--- src/rtl/control_unit.sv ---
// Multicycle control FSM for the CPU datapath: fetch/decode/execute/memory/writeback
// plus the overflow and bad-opcode exception path.
module control_unit #(
  parameter int MEM_RD_LAT = 1
) (
  input  logic       clk,
  input  logic       rst,
  input  logic [5:0] opcode,
  input  logic [5:0] funct,
  input  logic       ula_zero,
  input  logic       ula_overflow,
  output logic       pc_write,
  output logic [1:0] crtl_iord,
  output logic [1:0] crtl_error,
  output logic       crtl_memwrite,
  output logic [1:0] crtl_ss,
  output logic       crtl_irwrite,
  output logic       crtl_memDataRegWrite,
  output logic       crtl_rega,
  output logic       crtl_regb,
  output logic       crtl_regaluout,
  output logic       crtl_regepc,
  output logic       crtl_regwrite,
  output logic [2:0] crtl_regdst,
  output logic [3:0] crtl_memtoreg,
  output logic       crtl_ulasrca,
  output logic [1:0] crtl_ulasrcb,
  output logic [2:0] crtl_ula_op,
  output logic [2:0] crtl_pcsource,
  output logic       crtl_ls
);

  localparam logic [4:0] S_RESET    = 5'd0,  S_FETCH  = 5'd1,  S_FETCH_W = 5'd2,
                         S_DECODE   = 5'd3,  S_EXEC_R = 5'd4,  S_WB_R    = 5'd5,
                         S_SLT      = 5'd6,  S_JR     = 5'd7,  S_ADDI    = 5'd8,
                         S_WB_I     = 5'd9,  S_MEM_ADDR = 5'd10, S_LW_W  = 5'd11,
                         S_LW_WB    = 5'd12, S_SW     = 5'd13, S_BRANCH  = 5'd14,
                         S_JUMP     = 5'd15, S_JAL    = 5'd16, S_EXC_EPC = 5'd17,
                         S_EXC_W    = 5'd18, S_EXC_PC = 5'd19;

  localparam logic [5:0] OP_R = 6'h00, OP_J = 6'h02, OP_JAL = 6'h03, OP_BEQ = 6'h04,
                         OP_BNE = 6'h05, OP_ADDI = 6'h08, OP_LW = 6'h23, OP_SW = 6'h2B;
  localparam logic [5:0] F_JR = 6'h08, F_ADD = 6'h20, F_SUB = 6'h22, F_AND = 6'h24,
                         F_SLT = 6'h2A;

  localparam int CW = (MEM_RD_LAT > 1) ? $clog2(MEM_RD_LAT) : 1;

  logic [4:0]    state, next_state;
  logic [CW-1:0] wait_cnt;
  logic [1:0]    err_code, next_code;
  logic          wait_done, next_is_wait, r_arith;

  assign wait_done    = (wait_cnt == '0);
  assign next_is_wait = (next_state == S_FETCH_W) || (next_state == S_LW_W) ||
                        (next_state == S_EXC_W);
  assign r_arith      = (funct == F_ADD) || (funct == F_SUB);

  always_ff @(posedge clk) begin
    if (rst) begin
      state    <= S_RESET;
      wait_cnt <= '0;
      err_code <= 2'd0;
    end else begin
      state <= next_state;
      if (next_is_wait && (next_state != state))
        wait_cnt <= CW'(MEM_RD_LAT - 1);
      else if (!wait_done)
        wait_cnt <= wait_cnt - CW'(1);
      if (next_state == S_EXC_EPC)
        err_code <= next_code;
    end
  end

  always_comb begin
    next_state = state;
    next_code  = 2'd0;
    case (state)
      S_RESET:   next_state = S_FETCH;
      S_FETCH:   next_state = S_FETCH_W;
      S_FETCH_W: if (wait_done) next_state = S_DECODE;
      S_DECODE: begin
        case (opcode)
          OP_R: begin
            case (funct)
              F_ADD, F_SUB, F_AND: next_state = S_EXEC_R;
              F_SLT:               next_state = S_SLT;
              F_JR:                next_state = S_JR;
              default:             next_state = S_EXC_EPC;
            endcase
          end
          OP_ADDI:      next_state = S_ADDI;
          OP_LW, OP_SW: next_state = S_MEM_ADDR;
          OP_BEQ, OP_BNE: next_state = S_BRANCH;
          OP_J:         next_state = S_JUMP;
          OP_JAL:       next_state = S_JAL;
          default:      next_state = S_EXC_EPC;
        endcase
      end
      S_EXEC_R: begin
        if (r_arith && ula_overflow) begin
          next_state = S_EXC_EPC;
          next_code  = 2'd1;
        end else begin
          next_state = S_WB_R;
        end
      end
      S_ADDI: begin
        if (ula_overflow) begin
          next_state = S_EXC_EPC;
          next_code  = 2'd1;
        end else begin
          next_state = S_WB_I;
        end
      end
      S_MEM_ADDR: next_state = (opcode == OP_LW) ? S_LW_W : S_SW;
      S_LW_W:     if (wait_done) next_state = S_LW_WB;
      S_EXC_EPC:  next_state = S_EXC_W;
      S_EXC_W:    if (wait_done) next_state = S_EXC_PC;
      S_WB_R, S_SLT, S_JR, S_WB_I, S_LW_WB, S_SW, S_BRANCH, S_JUMP, S_JAL, S_EXC_PC:
                  next_state = S_FETCH;
      default:    next_state = S_RESET;
    endcase
  end

  // Wait states hold the address/ALU setup throughout; IR, MDR and PC loads fire
  // only on the final cycle, when the read data is valid and PC advances exactly once.
  always_comb begin
    pc_write             = 1'b0;
    crtl_iord            = 2'd0;
    crtl_error           = 2'd0;
    crtl_memwrite        = 1'b0;
    crtl_ss              = 2'd0;
    crtl_irwrite         = 1'b0;
    crtl_memDataRegWrite = 1'b0;
    crtl_rega            = 1'b0;
    crtl_regb            = 1'b0;
    crtl_regaluout       = 1'b0;
    crtl_regepc          = 1'b0;
    crtl_regwrite        = 1'b0;
    crtl_regdst          = 3'd0;
    crtl_memtoreg        = 4'd0;
    crtl_ulasrca         = 1'b0;
    crtl_ulasrcb         = 2'd0;
    crtl_ula_op          = 3'b000;
    crtl_pcsource        = 3'd0;
    crtl_ls              = 1'b0;
    case (state)
      S_FETCH_W: begin
        crtl_ulasrcb = 2'd1;
        crtl_ula_op  = 3'b001;
        crtl_irwrite = wait_done;
        pc_write     = wait_done;
      end
      S_DECODE: begin
        crtl_rega      = 1'b1;
        crtl_regb      = 1'b1;
        crtl_regaluout = 1'b1;
        crtl_ulasrcb   = 2'd3;
        crtl_ula_op    = 3'b001;
      end
      S_EXEC_R: begin
        crtl_ulasrca   = 1'b1;
        crtl_regaluout = 1'b1;
        crtl_ula_op    = (funct == F_SUB) ? 3'b010 : (funct == F_AND) ? 3'b011 : 3'b001;
      end
      S_WB_R: begin
        crtl_regwrite = 1'b1;
        crtl_regdst   = 3'd2;
        crtl_memtoreg = 4'd1;
      end
      S_SLT: begin
        crtl_ulasrca  = 1'b1;
        crtl_ula_op   = 3'b111;
        crtl_regwrite = 1'b1;
        crtl_regdst   = 3'd2;
        crtl_memtoreg = 4'd5;
      end
      S_ADDI, S_MEM_ADDR: begin
        crtl_ulasrca   = 1'b1;
        crtl_ulasrcb   = 2'd2;
        crtl_ula_op    = 3'b001;
        crtl_regaluout = 1'b1;
      end
      S_WB_I: begin
        crtl_regwrite = 1'b1;
        crtl_memtoreg = 4'd1;
      end
      S_LW_W: begin
        crtl_iord            = 2'd2;
        crtl_memDataRegWrite = wait_done;
      end
      S_LW_WB: begin
        crtl_regwrite = 1'b1;
        crtl_memtoreg = 4'd4;
      end
      S_SW: begin
        crtl_iord     = 2'd2;
        crtl_memwrite = 1'b1;
      end
      S_BRANCH: begin
        crtl_ulasrca  = 1'b1;
        crtl_ula_op   = 3'b010;
        crtl_pcsource = 3'd2;
        pc_write      = (opcode == OP_BEQ) ? ula_zero : !ula_zero;
      end
      S_JUMP: begin
        crtl_pcsource = 3'd4;
        pc_write      = 1'b1;
      end
      S_JAL: begin
        crtl_pcsource = 3'd4;
        pc_write      = 1'b1;
        crtl_regwrite = 1'b1;
        crtl_regdst   = 3'd3;
        crtl_memtoreg = 4'd8;
      end
      S_JR: begin
        crtl_pcsource = 3'd3;
        pc_write      = 1'b1;
      end
      S_EXC_EPC: begin
        crtl_regepc  = 1'b1;
        crtl_ulasrcb = 2'd1;
        crtl_ula_op  = 3'b010;
      end
      S_EXC_W: begin
        crtl_iord            = 2'd1;
        crtl_error           = err_code;
        crtl_memDataRegWrite = wait_done;
      end
      S_EXC_PC: begin
        crtl_ls       = 1'b1;
        crtl_pcsource = 3'd5;
        pc_write      = 1'b1;
      end
      default: ;
    endcase
  end

endmodule

--- config.mk ---
export PLATFORM = sky130hd
export DESIGN_NAME = control_unit
export DESIGN_NICKNAME = d
export VERILOG_FILES = /design/src/rtl/control_unit.sv
export SDC_FILE = /design/constraint.sdc
export NUM_CORES = 1
export LEC_CHECK = 0
export CORE_MARGIN = 1.5
export CORE_UTILIZATION = 30
export DETAILED_ROUTE_END_ITERATION = 10
export HOLD_SLACK_MARGIN = 0.08
export MAX_ROUTING_LAYER = met4
export PLACE_DENSITY = 0.7
export SKIP_CTS_REPAIR_TIMING = 1
export SLEW_MARGIN = 5
export SYNTH_ARGS = -nofsm -noshare
export SYNTH_HDL_FRONTEND = slang
export SYNTH_SLANG_ARGS = --single-unit
export TNS_END_PERCENT = 30
--- constraint.sdc ---
create_clock -name clk -period 5.5 [get_ports clk]
set_input_delay 1.65 -clock clk [delete_from_list [all_inputs] [get_ports clk]]
set_output_delay 1.65 -clock clk [all_outputs]
set_load 0.01 [all_outputs]
==> flow_summary.yaml, run 1 <==
layout:
  regArea_sq_um: 140
  synthToLayoutAreaGrowth_pct: 43.0
  final_cell_mix: "42 x clkdlybuf4s50_1, 26 x nor2_1, 15 x a21oi_1"
  fill_cells: 389
  fin_nets: 230
  final_common_cell: "clkdlybuf4s50_1"
  multi_input_area_sq_um: 915
  diodes: 0
  layout-drive-gt1-share: 0.0892
  stdcell_count: 261
synth:
  async_flop_share: 0
  synth_seq_cells: 7
  synth_area_leader_cell: "dfxtp_1"
  yosys_warnings: 0
  synth.area.top_cells: "dfxtp_1 12%, nor2_1 8.5%, a21oi_1 6.6%"
  syn-instance-count: 177
  synth_top_area_frac: 0.122
  syn_area_sq_mm: 0.00114
  yosysUniqueCellTypes: 48
  ys.flop_type: "dfxtp_1"
  synth_seq_area_share: 0.122
  syn_avg_cell_area_sq_um: 6.47
  synth-edff-count: 0
clocking:
  cts.path.max_buffers: 2
  clk_latency_ps: 220
  cts_root_buffer: "clkbuf_8"
  clk_pin_slew_ps: 40
  cts_tree: "yes"
  cts_sinks: 7
  cts-htree-levels: 1
  cts_made_buffers: 3
timing:
  period_minus_slack_ps: 5370
  hold_viol_final: 0
  max_freq_mhz: 186
  report.final.slew_viol_count: 0
  maxSlewHeadroom: 0.412
  fin_ws_ps: 135
  setup_violations: 0
  final.setup.tns_ps: 0
  finalCritPeriodShare: 0.975
  worst_pin_slew_ps: 881
  finalClockSkew_ps: 0.834
  rsz0062_at_grt: "no"
place:
  dp_hpwl_um: 2570
  gp_congestion: 0.823
  placedCellCount: 257
  pre_cts_slack_ps: 111
  port_buffers: 42
power_and_ir_drop:
  leakage_nw: 0.579
  switching_share: 0.359
  seqPwrFrac: 0.289
  vdd_drop_max_uv: 60.6
  p_int_mw: 0.157
  clockPowerShare: 0.285
  switchingPower_mw: 0.0876
  combPwrFrac: 0.426
  cellPowerDensity_mw_per_mm2: 149
floorplanning:
  ios: 48
  die_area_sq_mm: 0.00420
  row_count: 22
  dieHeight_um: 64.8
  start_util: 0.313
  die_width_um: 64.8
  core-area_sq_mm: 0.00366
routing:
  routedWlPerCell_um: 12.6
  routed_wl_um: 3300
  vias: 1386
  drtIter0Drc: 105
  drt_first_pass_iters: 4
  drc: 0
  vias_per_cell: 5.31
  ant_nets: 0
grt:
  grt.overflow.total: 0
  antenna_found_initial: 0
  grt_pass1_vias: 1289
  track_usage: 0.169
  grt_pass1_wl_um: 5580
  grt_max_degree: 27
critical_path:
  arrival_ps: 3720
  path_max_fanout: 5
  critical_path.top_delay_family: "buffers and inverters"
  worstPathCellList: "clkdlybuf4s50_1 > or4b_4 > o31ai_1 > a21o_1 > clkdlybuf4s50_1"
  required_ps: 3850
  end_kind: "output pin"
  max_stage_delay_ps: 540
  cp_common_cell: "clkdlybuf4s50_1"
  critical_path.startpoint_type: "input port"
  cp_num_buf_inv: 2
  slowest_stage: "clkdlybuf4s50_1"
  critPathKind: "in -> out"
run:
  cap_violations: 0
worst_hold_path:
  hp-class: "reg -> reg"
run_status:
  outcome: "complete, no violations"
layout make-up:
type / instances / share of cell area
multi-input combinational: 151 / 0.559
timing repair buffer: 48 / 0.284
sequential: 7 / 0.0856
tap: 48 / 0.0367
clock buffer: 4 / 0.0275
inverter: 3 / 0.00688
registers in the layout, indices dropped and copies added, names as in the netlist:
signal / count
err_code: 1
state: 5
wait_cnt: 1
layer usage:
metal  track usage  vias up  routed length, um
li1              -      702                  -
met1         0.207      637               1600
met2         0.282       43               1510
met3        0.0313        4                150
met4        0.0479        0                 36
met5             -        -                  0
metrics by stage:
step / hold WS [ps] / power, mW / instance area, sq um / util
after CTS: 503 / 0.245 / 1630 / 0.445
after floorplan: 469 / 0.132 / 1160 / -
after detailed placement: 498 / 0.174 / 1580 / 0.432
final: 500 / 0.244 / 1640 / 0.447
after global placement: 502 / 0.173 / 1580 / 0.432
after global routing: 519 / 0.262 / 1640 / 0.447
tightest hold or removal path: cells and delay by family (launching register included):
family,cells,cell delay (ps)
simple gates,1,100
compound gates,1,50
flops,1,300
synthesized netlist by cell type (3+ instances only):
| master | n |
|---|---|
| a211oi_1 | 5 |
| a21oi_1 | 15 |
| a31oi_1 | 4 |
| buf_1 | 5 |
| buf_2 | 4 |
| buf_4 | 6 |
| clkbuf_1 | 6 |
| dfxtp_1 | 7 |
| inv_1 | 3 |
| nand2_1 | 11 |
| nand2b_1 | 11 |
| nand3_1 | 4 |
| nor2_1 | 26 |
| nor2b_1 | 4 |
| nor3_1 | 11 |
| nor4_1 | 3 |
| o21ai_0 | 5 |
| o22ai_1 | 4 |
| or2_2 | 3 |
| xnor2_1 | 8 |
power groups by stage:
stage / logic, mW / clock network (mW) / registers (mW)
3_5_place_dp: 0.102 / 0 / 0.0712
3_3_place_gp: 0.102 / 0 / 0.0706
4_1_cts: 0.103 / 0.0717 / 0.0703
2_1_floorplan: 0.0763 / 0 / 0.0558
6_report: 0.104 / 0.0697 / 0.0705
5_1_grt: 0.115 / 0.0750 / 0.0721
path summary, 6_finish.rpt:
kind	start	end	slack, ps	depth (start not counted)
hold / removal	err_code[0]	err_code[0]	500	2
setup / recovery	funct[5]	crtl_ula_op[1]	130	5
setup reg to reg	state[0]	err_code[0]	2810	6
hold reg to reg	err_code[0]	err_code[0]	500	2
cell families after synthesis:
group / Yosys count / share of synthesized area
and+or+nand+nor: 88 / 0.421
DFF: 7 / 0.122
muxes: 1 / 0.00874
xor gates and xnor gates: 9 / 0.0689
buffers and inverters: 24 / 0.103
AOI/OAI and AO/OA: 47 / 0.273
other: 1 / 0.00328
Note: power is estimated with default switching activity, not from simulation.
==> inputs of run 2 (changes only) <==
- PLACE_DENSITY: 0.7 -> not set
==> run 2 against run 1 <==
Critical path depth is 2 higher. Fmax is 0.56% lower. Combinational power about the same. Sequential share of layout area about the same. Largest power group unchanged. First-iteration DRC count shrank 9.5%. Worst setup slack worse by 30 ps. Count of clock-buffer cells in the layout unchanged. Largest cell class unchanged. Core utilization decreased by 0.21 points. Hold slack gained 11 ps.
==> flow_summary.yaml, run 2 (synthesis results as in run 1) <==
run_status:
  outcome: "complete, no violations"
critical_path:
  crit_end: "crtl_ula_op[0]"
  max_stage_delay_ps: 550
  reg2reg_depth: 6
  r2r_start: "state[0]"
  cp_num_buf_inv: 2
  critical_path.top_delay_family: "buffers and inverters"
  r2r-end: "err_code[0]"
  r2r_slack_ps: 2780
  critPathKind: "in -> out"
  slowest_stage: "clkdlybuf4s50_1"
  crit_cells: 7
  end_kind: "output pin"
  required_ps: 3850
  path_max_fanout: 5
  arrival_ps: 3750
  cp-startpoint: "funct[5]"
  critical_path.startpoint_type: "input port"
  worstPathCellList: "clkdlybuf4s50_1 > or4b_4 > nor2_1 > a21oi_1 > o21ai_0 > a21oi_1 > clkdlybuf4s50_1"
clocking:
  cts.path.max_buffers: 2
  cts_root_buffer: "clkbuf_8"
  clk_latency_ps: 230
  clk_pin_slew_ps: 40
  cts-htree-levels: 1
  cts_sinks: 7
  cts_tree: "yes"
  cts_made_buffers: 3
timing:
  period_minus_slack_ps: 5400
  finalCritPeriodShare: 0.981
  maxSlewHeadroom: 0.414
  setup_violations: 0
  final.setup.tns_ps: 0
  hold_viol_final: 0
  finalClockSkew_ps: 1.68
  max_freq_mhz: 185
  rsz0062_at_grt: "no"
  report.final.slew_viol_count: 0
  worst_pin_slew_ps: 878
  whs_ps: 511
routing:
  drtIter0Drc: 95
  routedWlPerCell_um: 12.8
  vias: 1349
  routed_wl_um: 3330
  vias_per_cell: 5.19
  ant_nets: 0
  drc: 0
  drt_first_pass_iters: 4
worst_hold_path:
  hold_path_startpoint: "err_code[0]"
  hold_depth: 2
  hp-class: "reg -> reg"
layout:
  final_cell_mix: "42 x clkdlybuf4s50_1, 26 x nor2_1, 15 x a21oi_1"
  synthToLayoutAreaGrowth_pct: 42.3
  layout-drive-gt1-share: 0.0849
  largest_reg_flops: 5
  reg_top3: "state: 5 flops, err_code: 1 flops, wait_cnt: 1 flops"
  final_common_cell: "clkdlybuf4s50_1"
  fin_nets: 229
  diodes: 0
  fill_cells: 403
  top_register: "state"
floorplanning:
  die_area_sq_mm: 0.00420
  dieHeight_um: 64.8
  ios: 48
  row_count: 22
  start_util: 0.313
  die_width_um: 64.8
  core-area_sq_mm: 0.00366
power_and_ir_drop:
  p_int_mw: 0.157
  combPwrFrac: 0.417
  seqPwrFrac: 0.289
  vdd_drop_max_uv: 91.3
  cellPowerDensity_mw_per_mm2: 151
  leakage_nw: 0.574
  switchingPower_mw: 0.0887
  switching_share: 0.361
  clockPowerShare: 0.295
  fin_total_pwr_mw: 0.245
grt:
  grt_pass1_wl_um: 5500
  grt_pass1_vias: 1168
  grt.overflow.total: 0
  grt_max_degree: 27
  track_usage: 0.166
  antenna_found_initial: 0
run:
  cap_violations: 0
place:
  gp_congestion: 0.785
  dp_hpwl_um: 2610
  port_buffers: 42
run 2: cell type report:
cell class | instances | area [sq um] | share of cell area
timing repair buffer | 47 | 458 | 0.281
inverter | 3 | 11.3 | 0.00691
tap | 48 | 60.1 | 0.0369
clock buffer | 4 | 45.0 | 0.0276
multi-input combinational | 151 | 915 | 0.561
sequential | 7 | 140 | 0.0860
run 2: worst min-delay path by stage:
stage / endpoint
6_report: err_code[0]
2_1_floorplan: err_code[0]
4_1_cts: err_code[0]
3_5_place_dp: err_code[0]
3_3_place_gp: err_code[0]
5_1_grt: err_code[0]
run 2: power groups by stage:
stage	sequential, mW	combinational (mW)	clock (mW)
6_report	0.0708	0.102	0.0723
5_1_grt	0.0724	0.113	0.0788
4_1_cts	0.0708	0.102	0.0738
3_5_place_dp	0.0715	0.101	0
3_3_place_gp	0.0713	0.102	0
2_1_floorplan	0.0558	0.0763	0
run 2: per-layer routing:
metal	vias up	wire, um	share of wire	GRT usage
met3	4	164	0.049	0.0226
met4	0	34	0.010	0.0505
met1	601	1590	0.48	0.225
met2	40	1550	0.46	0.255
li1	704	-	-	-
met5	-	0	0	-
run 2: per-stage QoR:
step | area (sq um) | instances | utilization | setup slack [ps]
6_report | 1630 | 260 | 0.445 | 105
5_1_grt | 1630 | 260 | 0.445 | 2.91
4_1_cts | 1620 | 260 | 0.443 | 110
3_5_place_dp | 1580 | 256 | 0.430 | 114
3_3_place_gp | 1580 | 256 | 0.430 | 109
2_1_floorplan | 1160 | 182 | - | 1050
run 2: worst min-delay path, delay by kind of cell, from the launching register on:
family | cells | cell delay, ps
AOI/OAI and AO/OA | 1 | 50
DFF | 1 | 310
and+or+nand+nor | 1 | 100
